## src/rtl/fetch_sequencer_if.sv

```systemverilog
// Fetch/issue bus between fetch_sequencer and its memory, decode and execute neighbours.
// The master modport is the sequencer side.
interface fetch_sequencer_if #(
  parameter int unsigned PC_W = 32
);
  logic            imem_req;
  logic [PC_W-1:0] imem_addr;
  logic            imem_ready;
  logic [PC_W-1:0] imem_rdata;
  logic [PC_W-1:0] instr_out;
  logic            instr_valid;
  logic            instr_accept;
  logic            ex_done;
  logic            branch_taken;
  logic [PC_W-1:0] branch_target;

  modport master (
    output imem_req, imem_addr, instr_out, instr_valid,
    input  imem_ready, imem_rdata, instr_accept, ex_done, branch_taken, branch_target
  );

  modport slave (
    input  imem_req, imem_addr, instr_out, instr_valid,
    output imem_ready, imem_rdata, instr_accept, ex_done, branch_taken, branch_target
  );
endinterface

```

## src/rtl/fetch_sequencer.sv

```systemverilog
// Multi-cycle PC / instruction-fetch controller: fetch, issue, wait for execute, pick next PC.
// Detects HALT, flags misaligned taken targets, counts retired instructions.
module fetch_sequencer #(
  parameter int unsigned     PC_W        = 32,
  parameter logic [PC_W-1:0] RESET_PC    = '0,
  parameter int unsigned     PC_STEP     = 4,
  parameter logic [5:0]      HALT_OPCODE = 6'b111111
) (
  input  logic                   clk,
  input  logic                   rst_n,
  fetch_sequencer_if.master      bus,
  output logic [PC_W-1:0]        pc,
  output logic                   halted,
  output logic                   misaligned,
  output logic [31:0]            retired_count
);

  localparam logic [2:0] S_IDLE   = 3'd0;
  localparam logic [2:0] S_FETCH  = 3'd1;
  localparam logic [2:0] S_ISSUE  = 3'd2;
  localparam logic [2:0] S_EXEC   = 3'd3;
  localparam logic [2:0] S_HALTED = 3'd4;

  logic [2:0]      state;
  logic            req_q;
  logic            valid_q;
  logic [PC_W-1:0] instr_q;

  // The fetch address is the PC register itself, so it is stable while req is held.
  assign bus.imem_req    = req_q;
  assign bus.imem_addr   = pc;
  assign bus.instr_out   = instr_q;
  assign bus.instr_valid = valid_q;

  always_ff @(posedge clk or negedge rst_n) begin
    if (!rst_n) begin
      state         <= S_IDLE;
      pc            <= RESET_PC;
      req_q         <= 1'b0;
      valid_q       <= 1'b0;
      instr_q       <= '0;
      halted        <= 1'b0;
      misaligned    <= 1'b0;
      retired_count <= '0;
    end else begin
      case (state)
        S_IDLE: begin
          req_q <= 1'b1;
          state <= S_FETCH;
        end
        S_FETCH: begin
          if (bus.imem_ready) begin
            instr_q <= bus.imem_rdata;
            req_q   <= 1'b0;
            valid_q <= 1'b1;
            state   <= S_ISSUE;
          end
        end
        S_ISSUE: begin
          if (bus.instr_accept) begin
            valid_q <= 1'b0;
            // HALT retires on acceptance; it never reaches execute.
            if (instr_q[31:26] == HALT_OPCODE) begin
              halted        <= 1'b1;
              retired_count <= retired_count + 32'd1;
              state         <= S_HALTED;
            end else begin
              state <= S_EXEC;
            end
          end
        end
        S_EXEC: begin
          if (bus.ex_done) begin
            retired_count <= retired_count + 32'd1;
            if (bus.branch_taken) begin
              pc <= {bus.branch_target[PC_W-1:2], 2'b00};
              if (bus.branch_target[1:0] != 2'b00) begin
                misaligned <= 1'b1;
              end
            end else begin
              pc <= pc + PC_W'(PC_STEP);
            end
            req_q <= 1'b1;
            state <= S_FETCH;
          end
        end
        S_HALTED: begin
          req_q   <= 1'b0;
          valid_q <= 1'b0;
        end
        default: begin
          req_q   <= 1'b0;
          valid_q <= 1'b0;
          state   <= S_IDLE;
        end
      endcase
    end
  end

endmodule
```

## src/flat_wrapper.sv

```systemverilog
// flat-port wrapper written by rule: the top's interface ports become plain ports
module fetch_sequencer_flat 
#(
  parameter int unsigned     PC_W        = 32,
  parameter logic [PC_W-1:0] RESET_PC    = '0,
  parameter int unsigned     PC_STEP     = 4,
  parameter logic [5:0]      HALT_OPCODE = 6'b111111
)
  (clk, rst_n, pc, halted, misaligned, retired_count, bus_imem_req, bus_imem_addr, bus_instr_out, bus_instr_valid, bus_imem_ready, bus_imem_rdata, bus_instr_accept, bus_ex_done, bus_branch_taken, bus_branch_target);
  fetch_sequencer_if #(.PC_W(PC_W)) bus_i ();
  input  logic clk;
  input  logic rst_n;
  output logic [PC_W-1:0] pc;
  output logic halted;
  output logic misaligned;
  output logic [31:0] retired_count;
  output wire logic [$bits(bus_i.imem_req)-1:0] bus_imem_req;
  output wire logic [$bits(bus_i.imem_addr)-1:0] bus_imem_addr;
  output wire logic [$bits(bus_i.instr_out)-1:0] bus_instr_out;
  output wire logic [$bits(bus_i.instr_valid)-1:0] bus_instr_valid;
  input wire logic [$bits(bus_i.imem_ready)-1:0] bus_imem_ready;
  input wire logic [$bits(bus_i.imem_rdata)-1:0] bus_imem_rdata;
  input wire logic [$bits(bus_i.instr_accept)-1:0] bus_instr_accept;
  input wire logic [$bits(bus_i.ex_done)-1:0] bus_ex_done;
  input wire logic [$bits(bus_i.branch_taken)-1:0] bus_branch_taken;
  input wire logic [$bits(bus_i.branch_target)-1:0] bus_branch_target;
  assign bus_imem_req = bus_i.imem_req;
  assign bus_imem_addr = bus_i.imem_addr;
  assign bus_instr_out = bus_i.instr_out;
  assign bus_instr_valid = bus_i.instr_valid;
  assign bus_i.imem_ready = bus_imem_ready;
  assign bus_i.imem_rdata = bus_imem_rdata;
  assign bus_i.instr_accept = bus_instr_accept;
  assign bus_i.ex_done = bus_ex_done;
  assign bus_i.branch_taken = bus_branch_taken;
  assign bus_i.branch_target = bus_branch_target;
  fetch_sequencer #(.PC_W(PC_W), .RESET_PC(RESET_PC), .PC_STEP(PC_STEP), .HALT_OPCODE(HALT_OPCODE)) u_core (.clk(clk), .rst_n(rst_n), .bus(bus_i), .pc(pc), .halted(halted), .misaligned(misaligned), .retired_count(retired_count));
endmodule
```

## config.mk

```make
export PLATFORM = sky130hd
export DESIGN_NAME = fetch_sequencer_flat
export DESIGN_NICKNAME = d
export VERILOG_FILES = /design/src/rtl/fetch_sequencer_if.sv /design/src/rtl/fetch_sequencer.sv /design/src/flat_wrapper.sv
export SDC_FILE = /design/constraint.sdc
export NUM_CORES = 1
export LEC_CHECK = 0
export CAP_MARGIN = 5
export CORE_MARGIN = 2
export CORE_UTILIZATION = 57
export DETAILED_ROUTE_END_ITERATION = 6
export DONT_BUFFER_PORTS = 1
export PLACE_DENSITY_LB_ADDON = 0.12
export SYNTH_ARGS = -nofsm -noshare
export SYNTH_HDL_FRONTEND = slang
export SYNTH_SLANG_ARGS = --single-unit
```

## constraint.sdc

```tcl
create_clock -name clk -period 1.9 [get_ports clk]
set_input_delay 0.095 -clock clk [delete_from_list [all_inputs] [get_ports clk]]
set_output_delay 0.095 -clock clk [all_outputs]
set_load 0.05 [all_outputs]
```

==> results.py, run 1 <==
metrics = {
    "outcome": {
        "status": "complete, but fails checks",
        "violations": "negative hold slack",
    },
    "grt": {
        "antenna_found_initial": 0,
        "grt_first_pass_wirelength_um": 22130,
        "grt_max_degree": 102,
        "overflow": 0,
        "grtUsageTotal": 0.2821,
        "grt_pass1_vias": 4456,
    },
    "yosys": {
        "synth.area.top_cells": "dfrtp_1, mux2_2, buf_4",
        "synth_top_area_share": 0.4834,
        "synth_common_cells": "dfrtp_1, nand2_1, buf_4, nand3_1, mux2_2",
        "ys_seq_area_frac": 0.4834,
        "ys_ff_latch": 101,
        "ys_types": 58,
        "yosysTopAreaCell": "dfrtp_1",
        "syn_inst": 522,
        "synth_top_flop_cell": "dfrtp_1",
        "synth-edff-count": 0,
        "ys_warn_count": 0,
        "synthArstFlopShare": 1.000,
        "synth_area_um2": 5229,
        "post-synth-top-count-cell": "dfrtp_1",
        "syn_area_per_cell_um2": 10.02,
    },
    "die": {
        "core_um2": 8806,
        "ios": 202,
        "rows": 34,
        "start_util": 0.5938,
        "die_h_um": 99.78,
        "die_x_um": 99.78,
        "die_area_um2": 9955,
    },
    "final_layout": {
        "final_cell_area_um2": 6761,
        "fillers": 598,
        "multi_input_area_um2": 2429,
        "regArea_um2": 2577,
        "finalNonFillerCells": 744,
        "num_antenna_cells": 0,
        "drive_above_1_share": 0.3270,
        "nets": 703,
        "synthToLayoutAreaGrowth_pct": 29.31,
    },
    "timing": {
        "worstMarginPinSlew_ns": 0.5243,
        "hold_viol_final": 101,
        "fmax_mhz": 552.3,
        "setup_violations": 0,
        "finalCritPeriodShare": 0.9529,
        "slew_viol_final": 0,
        "fin_crit_ns": 1.811,
        "hold_slack_ns": -0.6032,
        "finalClockSkew_ns": 0.01687,
        "fin_setup_tns_ns": 0,
        "slew_headroom": 0.6505,
        "setup_slack_ns": 0.08942,
    },
    "power_and_ir_drop": {
        "ir_drop_v": 0.0009919,
        "p_int_uw": 5082,
        "switching_share": 0.5650,
        "combPwrFrac": 0.486,
        "p_leak_uw": 0.002854,
        "p_total_uw": 11680,
        "seqPwrFrac": 0.403,
        "p_per_area_nw_per_um2": 1728,
        "p_sw_uw": 6601,
        "pwr-share-clk": 0.112,
    },
    "drt": {
        "vias": 4503,
        "drtAntennaViolNets": 0,
        "drt-initial-drc-count": 180,
        "dr.pass1.iters": 5,
        "vias_per_cell": 6.052,
        "routedWlPerCell_um": 18.93,
        "drcViolationCount": 0,
        "drt_wl_total_um": 14080,
    },
    "place": {
        "hpwl_um": 8928,
        "pre_cts_ws_ns": 0.05449,
        "numPortBuffers": 0,
        "place_area_um2": 5864,
        "dp.cells": 663,
        "gp_congestion": 0.8473,
    },
    "clocking": {
        "clk_path_buf_depth": 2,
        "cts_made_buffers": 9,
        "cts_sinks": 101,
        "cts_max_level": 3,
        "clk_latency_ns": 0.38,
        "path_clk_slew_ns": 0.11,
        "cts_tree": "yes",
        "cts_root_buf": "clkbuf_8",
        "ctsHoldBuffers": 62,
    },
    "critical_path": {
        "rr_endpoint": "u_core.retired_count[20]",
        "required_ns": 2.19,
        "critPathKind": "flip-flop to flip-flop",
        "cp-start-kind": "flip-flop",
        "endpoint_kind": "flip-flop",
        "cp_data_arrival_time_ns": 2.10,
        "path_max_fanout": 4,
        "reg2reg_depth": 6,
        "rrSetupSlack_ns": 0.09,
        "reg2reg_from": "u_core.bus.instr_out[27]",
    },
    "min_path": {
        "hold_class": "input pin to async pin",
    },
    "run": {
        "max_cap_viol_count": 0,
    },
}
cells in the final DEF (no fill, tap or decap), types with 4 or more instances in the layout:
master / netlist / layout
a32oi_1: 4 / 4
o22a_1: 6 / 6
buf_4: 34 / 91
nand4_1: 18 / 18
dfrtp_1: 101 / 61
inv_1: 9 / 9
xor2_1: 11 / 11
dfrtp_2: 0 / 40
nor3_1: 15 / 12
nand3_1: 34 / 31
buf_12: 0 / 4
or3_1: 4 / 4
o21ai_0: 30 / 30
conb_1: 1 / 4
nor4_1: 7 / 5
nor2_1: 28 / 27
xnor2_1: 20 / 20
mux2_2: 32 / 32
a21oi_1: 28 / 27
and4_1: 9 / 8
dlygate4sd3_1: 0 / 60
clkbuf_8: 0 / 9
nand2_1: 37 / 36
a22oi_1: 5 / 5
and3_1: 11 / 9
area by class of cell:
| cell class | count | share of cell area |
|---|---|---|
| Timing Repair Buffer | 157 | 0.2073 |
| Clock inverter | 6 | 0.007957 |
| Inverter | 10 | 0.005551 |
| Multi-Input combinational cell | 352 | 0.3592 |
| Sequential cell | 101 | 0.3812 |
| Tap cell | 108 | 0.01999 |
| Clock buffer | 10 | 0.01887 |
power groups by stage:
stage,Combinational (uW),Clock [uW],Sequential (uW)
final,5670,1310,4700
after CTS,5560,1330,4680
after global routing,5960,1420,4790
after detailed placement,5430,0,4720
after global placement,5340,0,4670
after floorplan,3030,0,6220
sequential cells by signal (all words and copies together) (netlist names):
signal                  cells
u_core.bus.imem_addr       30
u_core.bus.imem_req         1
u_core.bus.instr_out       32
u_core.bus.instr_valid      1
u_core.halted               1
u_core.misaligned           1
u_core.retired_count       32
u_core.state                3
kinds of logic after synthesis:
kind of cell | share of synthesized area
fa+ha+maj | 0.004785
flops | 0.4834
other cells | 0.0007172
compound gates | 0.1182
simple gates | 0.1871
xor+xnor | 0.05193
buf+inv | 0.07681
mux | 0.07705
critical path, cell delays in order, from the launching register on:
cell,delay [ns]
dfrtp_2,0.38
nand4_1,0.15
buf_4,0.18
o21bai_1,0.33
nand2b_1,0.16
nor4_1,0.35
xor2_1,0.17
timing repair:
action | 4_1_cts | 5_1_grt
setup buffers | 0 | 2
setup endpoints to repair | 0 | 11
hold endpoints to repair | 166 | 101
gates resized for setup | 0 | 12
stage by stage:
stage                     hold WS (ns)    util
after CTS                      -0.6110  0.7582
final                          -0.6032  0.7678
after global placement         -0.1985  0.6660
after floorplan                -0.2006       -
after global routing           -0.6321  0.7678
after detailed placement       -0.1984  0.6660
how the worst max path moves through the flow:
stage / start / end / slack (ns) / depth (start not counted)
2_1_floorplan: u_core.bus.instr_out[29] / u_core.retired_count[29] / -0.07 / 6
3_5_place_dp: u_core.bus.instr_out[28] / u_core.retired_count[29] / 0.05 / 5
4_1_cts: u_core.bus.instr_out[28] / u_core.retired_count[29] / 0.03 / 5
3_3_place_gp: u_core.state[0] / u_core.retired_count[29] / 0.09 / 5
6_report: u_core.bus.instr_out[27] / u_core.retired_count[20] / 0.09 / 6
5_1_grt: u_core.bus.instr_out[27] / u_core.retired_count[22] / -0.01 / 6
layer usage:
| metal | up-vias | global-route usage | wire length, um |
|---|---|---|---|
| li1 | 2067 | - | - |
| met3 | 30 | 0.08148 | 1249 |
| met2 | 227 | 0.4818 | 7130 |
| met1 | 2179 | 0.3429 | 5388 |
| met5 | - | 0 | 0 |
| met4 | 0 | 0.1001 | 315 |
(Power assumes the default switching activity.)
==> run 2, diff against run 1 <==
--- a/config.mk
+++ b/config.mk
@@ -6,6 +6,7 @@
 export NUM_CORES = 1
 export LEC_CHECK = 0
 export CAP_MARGIN = 5
+export CORE_ASPECT_RATIO = 1.1
 export CORE_MARGIN = 2
 export CORE_UTILIZATION = 57
 export DETAILED_ROUTE_END_ITERATION = 6
==> results.py, run 2 (same netlist as run 1, synthesis figures left out) <==
metrics = {
    "outcome": {
        "status": "complete, but fails checks",
        "violations": "negative hold slack",
    },
    "final_layout": {
        "num_antenna_cells": 0,
        "final_common_cell": "buf_4",
        "synthToLayoutAreaGrowth_pct": 28.50,
        "drive_above_1_share": 0.3196,
        "layout_common_cells": "buf_4, dfrtp_1, dlygate4sd3_1",
        "final_cell_area_um2": 6719,
        "nets": 699,
        "postLayoutCoreUtil": 0.7572,
    },
    "critical_path": {
        "endpoint_kind": "flip-flop",
        "path_max_fanout": 5,
        "critPathKind": "flip-flop to flip-flop",
        "cp-start-kind": "flip-flop",
        "cp_data_arrival_time_ns": 2.14,
        "required_ns": 2.20,
    },
    "timing": {
        "slew_viol_final": 0,
        "finalCritPeriodShare": 0.9695,
        "hold_viol_final": 101,
        "fin_setup_tns_ns": 0,
        "hold_slack_ns": -0.5964,
        "setup_violations": 0,
        "fmax_mhz": 542.9,
        "slew_headroom": 0.6527,
        "fin_crit_ns": 1.842,
        "grt_setup_unrepaired": "true",
        "worstMarginPinSlew_ns": 0.5210,
        "setup_slack_ns": 0.05788,
        "finalClockSkew_ns": 0.01017,
    },
    "drt": {
        "routedWlPerCell_um": 19.21,
        "drtAntennaViolNets": 0,
        "vias_per_cell": 5.985,
        "drt_wl_total_um": 14330,
        "drcViolationCount": 0,
        "dr.pass1.iters": 4,
        "drt-initial-drc-count": 229,
        "vias": 4465,
    },
    "die": {
        "ios": 202,
        "start_util": 0.5893,
        "die_h_um": 104.5,
        "die_area_um2": 9956,
        "core_um2": 8874,
        "die_x_um": 95.32,
        "rows": 36,
    },
    "place": {
        "pre_cts_ws_ns": 0.007182,
        "hpwl_um": 9399,
        "place_area_um2": 5864,
        "gp_congestion": 0.8040,
        "numPortBuffers": 0,
    },
    "clocking": {
        "cts_max_level": 3,
        "cts_sinks": 101,
        "cts_root_buf": "clkbuf_8",
        "clk_latency_ns": 0.37,
        "cts_made_buffers": 9,
        "clk_path_buf_depth": 2,
        "cts_tree": "yes",
        "ctsHoldBuffers": 61,
        "path_clk_slew_ns": 0.10,
    },
    "grt": {
        "grtUsageTotal": 0.2910,
        "grt_first_pass_wirelength_um": 22660,
        "overflow": 0,
        "antenna_found_initial": 0,
        "grt_max_degree": 102,
        "grt_pass1_vias": 4563,
    },
    "power_and_ir_drop": {
        "p_leak_uw": 0.002844,
        "p_total_uw": 11780,
        "ir_drop_v": 0.001294,
        "p_per_area_nw_per_um2": 1753,
    },
    "run": {
        "max_cap_viol_count": 0,
    },
    "min_path": {
        "hold_class": "input pin to async pin",
    },
}
[run 2: cell types whose count changed in the layout (fill, tap and decap cells not counted), sizes merged]
cell / delta
clkinvlp: -1
buf: -2
clkbuf: -2
dlymetal6s4s: -1
clkinv: +1
bufinv: +1
[run 2: worst paths after layout]
kind                                                from                        to  cells after the start  slack, ns
worst max-delay path                     u_core.state[0]  u_core.retired_count[29]                      5       0.06
worst min-delay path                               rst_n  u_core.bus.instr_out[16]                      0      -0.60
worst max register to register           u_core.state[0]  u_core.retired_count[29]                      5       0.06
worst min register to register  u_core.retired_count[28]  u_core.retired_count[28]                      1       0.54
max in group asynchronous                          rst_n  u_core.bus.instr_out[26]                      0       2.32
min in group clk                        bus_branch_taken  u_core.bus.imem_addr[16]                      3       0.01
[run 2: final cells by class]
type	count	area, um^2
Tap cell	114	142.6
Clock inverter	7	81.33
Multi-Input combinational cell	352	2407
Fill cell	621	2155
Inverter	10	37.54
Clock buffer	9	123.9
Sequential cell	101	2577
Timing Repair Buffer	153	1349
[run 2: routing by layer]
| metal | track usage | routed length [um] | vias to the layer above |
|---|---|---|---|
| met4 | 0.1170 | 328 | 0 |
| met2 | 0.5035 | 7629 | 185 |
| met3 | 0.06739 | 924 | 31 |
| li1 | - | - | 2061 |
| met5 | 0 | 0 | - |
| met1 | 0.3425 | 5446 | 2188 |
[run 2: worst max-delay path, stage by stage (launching register included)]
cell and delay [ns]:
dfrtp_1 0.41, mux2_2 0.25, nand3_1 0.12, or4b_4 0.60, nor3_2 0.22, xor2_1 0.16
[run 2: power by group]
part           total, uW  internal [uW]  leakage, uW  switching (uW)
Sequential          4700           2930      0.00119            1780
Clock               1440            631     0.000106             813
Combinational       5630           1610      0.00155            4020
Total              11800           5170      0.00284            6610
[run 2: timing repair]
item / in CTS / in global routing
endpoints found under the hold margin: 166 / 101
setup buffers: 0 / 1
gates resized for setup: 0 / 7
setup endpoints to repair: 0 / 16
[run 2: stage by stage]
stage          hold WS (ns)  cells
2_1_floorplan       -0.2006    525
3_3_place_gp        -0.1984    668
3_5_place_dp        -0.1968    668
4_1_cts             -0.6130    745
5_1_grt             -0.6168    746
6_report            -0.5964    746
==> run 3, diff against run 2 <==
--- a/config.mk
+++ b/config.mk
@@ -8,7 +8,7 @@
 export CAP_MARGIN = 5
 export CORE_ASPECT_RATIO = 1.1
 export CORE_MARGIN = 2
-export CORE_UTILIZATION = 57
+export CORE_UTILIZATION = 45
 export DETAILED_ROUTE_END_ITERATION = 6
 export DONT_BUFFER_PORTS = 1
 export PLACE_DENSITY_LB_ADDON = 0.12
==> constraint.sdc (replaced) <==
create_clock -name clk -period 2.15 [get_ports clk]
set_input_delay 0.1075 -clock clk [delete_from_list [all_inputs] [get_ports clk]]
set_output_delay 0.1075 -clock clk [all_outputs]
set_load 0.05 [all_outputs]
==> results.py, run 3 (same netlist as run 1, synthesis figures left out) <==
metrics = {
    "outcome": {
        "status": "complete, but fails checks",
        "violations": "negative hold slack",
    },
    "run": {
        "max_cap_viol_count": 0,
    },
    "timing": {
        "hold_slack_ns": -0.5512,
        "fmax_mhz": 499.1,
        "finalCritPeriodShare": 0.9318,
        "slew_headroom": 0.3209,
        "finalClockSkew_ns": 0.007511,
        "setup_violations": 0,
        "fin_crit_ns": 2.003,
        "slew_viol_final": 0,
        "hold_viol_final": 101,
        "grt_setup_unrepaired": "false",
        "fin_setup_tns_ns": 0,
        "worstMarginPinSlew_ns": 1.015,
    },
    "critical_path": {
        "crit_family": "simple AND/OR/NAND/NOR gates",
        "critPathKind": "flip-flop to flip-flop",
        "cp_data_arrival_time_ns": 2.28,
        "cpMaxStageDelayCell": "or4b_1",
        "slowest_delay_ns": 0.66,
        "required_ns": 2.42,
        "cp_cell_sequence": "nand4_1, o21ba_2, or4b_1, nor4_4, xor2_1",
        "endpoint_kind": "flip-flop",
        "path_max_fanout": 5,
        "reg2reg_from": "u_core.bus.instr_out[29]",
        "cp-start-kind": "flip-flop",
        "reg2reg_depth": 5,
        "rr_endpoint": "u_core.retired_count[31]",
        "crit_buf_inv": 0,
        "rrSetupSlack_ns": 0.15,
    },
    "grt": {
        "grt_max_degree": 102,
        "grt_use_met1": 0.2698,
        "grtUsageMet3": 0.05648,
        "grt_pass1_vias": 4291,
        "antenna_found_initial": 0,
        "grt_first_pass_wirelength_um": 21670,
        "gr-max-usage-layer": "met2",
        "use_met2": 0.3796,
        "overflow": 0,
        "grtUsageTotal": 0.2210,
    },
    "final_layout": {
        "fillers": 1005,
        "final_common_cell": "buf_4",
        "drive_above_1_share": 0.2642,
        "postLayoutCoreUtil": 0.5771,
        "nets": 684,
        "synthToLayoutAreaGrowth_pct": 25.70,
        "layout_common_cells": "buf_4, dfrtp_1, dlygate4sd3_1",
        "num_antenna_cells": 0,
    },
    "power_and_ir_drop": {
        "pwr-share-clk": 0.153,
        "p_per_area_nw_per_um2": 1601,
        "combPwrFrac": 0.453,
        "p_sw_uw": 5821,
        "switching_share": 0.5532,
        "ir_drop_v": 0.0009794,
        "p_int_uw": 4701,
        "seqPwrFrac": 0.394,
        "p_leak_uw": 0.002781,
    },
    "clocking": {
        "ctsHoldBuffers": 55,
        "clk_path_buf_depth": 2,
        "clk_latency_ns": 0.34,
        "cts_made_buffers": 9,
        "cts_tree": "yes",
        "post-cts-setup-buffers": 0,
        "cts_root_buf": "clkbuf_16",
        "cts_sinks": 101,
        "path_clk_slew_ns": 0.07,
        "cts_max_level": 3,
    },
    "drt": {
        "drcViolationCount": 0,
        "routedWlPerCell_um": 18.22,
        "drtAntennaViolNets": 0,
        "drt-initial-drc-count": 220,
        "vias_per_cell": 5.654,
        "vias": 4337,
        "drt_wl_total_um": 13980,
        "dr.pass1.iters": 4,
    },
    "place": {
        "numPortBuffers": 0,
        "hpwl_um": 9519,
        "gp_congestion": 0.8771,
    },
    "die": {
        "die_area_um2": 12500,
        "rows": 41,
        "ios": 202,
        "core_um2": 11390,
        "die_x_um": 106.8,
        "die_h_um": 117.1,
        "start_util": 0.4591,
    },
    "min_path": {
        "hold_class": "input pin to async pin",
    },
}
-- run 3: changes by cell type in the layout (fill, tap and decap cells not counted), sizes merged --
cell,before,now
buf,93,83
inv,12,13
dlygate4sd3,60,55
clkinvlp,0,2
clkinv,4,2
bufinv,1,0
-- run 3: through the flow --
step / worst slack (ns) / power, uW / std cells / area [um^2]
after floorplan: -0.03348 / 8082 / 525 / 5276
after global placement: 0.2045 / 8761 / 696 / 5723
after detailed placement: 0.1323 / 8857 / 696 / 5723
after CTS: 0.1116 / 10570 / 767 / 6563
after global routing: 0.02791 / 11000 / 767 / 6573
final: 0.1465 / 10520 / 767 / 6573
-- run 3: timing repair --
action	4_1_cts	5_1_grt
setup endpoints to repair	0	3
gates resized for setup	0	2
hold endpoints to repair	160	101
-- run 3: metal layers --
layer | wire length [um] | part of all wire
met1 | 5436 | 0.39
met3 | 1028 | 0.074
met4 | 312 | 0.022
met5 | 0 | 0
met2 | 7200 | 0.52
-- run 3: layout make-up --
| cell class | count | area (um^2) | area share |
|---|---|---|---|
| repair buffers | 138 | 1177 | 0.1791 |
| clock buffers | 9 | 225.2 | 0.03427 |
| inverters | 10 | 37.54 | 0.005711 |
| well taps | 150 | 187.7 | 0.02856 |
| flip-flops and latches | 101 | 2557 | 0.3891 |
| multi-input cells | 352 | 2323 | 0.3535 |
| clock inverters | 7 | 63.81 | 0.009709 |
-- run 3: power by group through the flow --
stage                     combinational (uW)  clock [uW]  sequential [uW]
after floorplan                         2630           0             5450
after global placement                  4620           0             4140
after detailed placement                4690           0             4160
after CTS                               4780        1650             4140
after global routing                    5030        1720             4240
final                                   4770        1610             4150
-- run 3: worst max path at each step --
stage / start / endpoint / slack [ns] / cells past startpoint
floorplan: u_core.retired_count[7] / u_core.retired_count[31] / -0.03 / 6
global placement: u_core.bus.instr_out[29] / u_core.retired_count[31] / 0.20 / 5
detailed placement: u_core.bus.instr_out[29] / u_core.retired_count[31] / 0.13 / 5
CTS: u_core.bus.instr_out[29] / u_core.retired_count[31] / 0.11 / 5
global route: u_core.state[1] / u_core.bus.imem_addr[25] / 0.03 / 7
finish: u_core.bus.instr_out[29] / u_core.retired_count[31] / 0.15 / 5
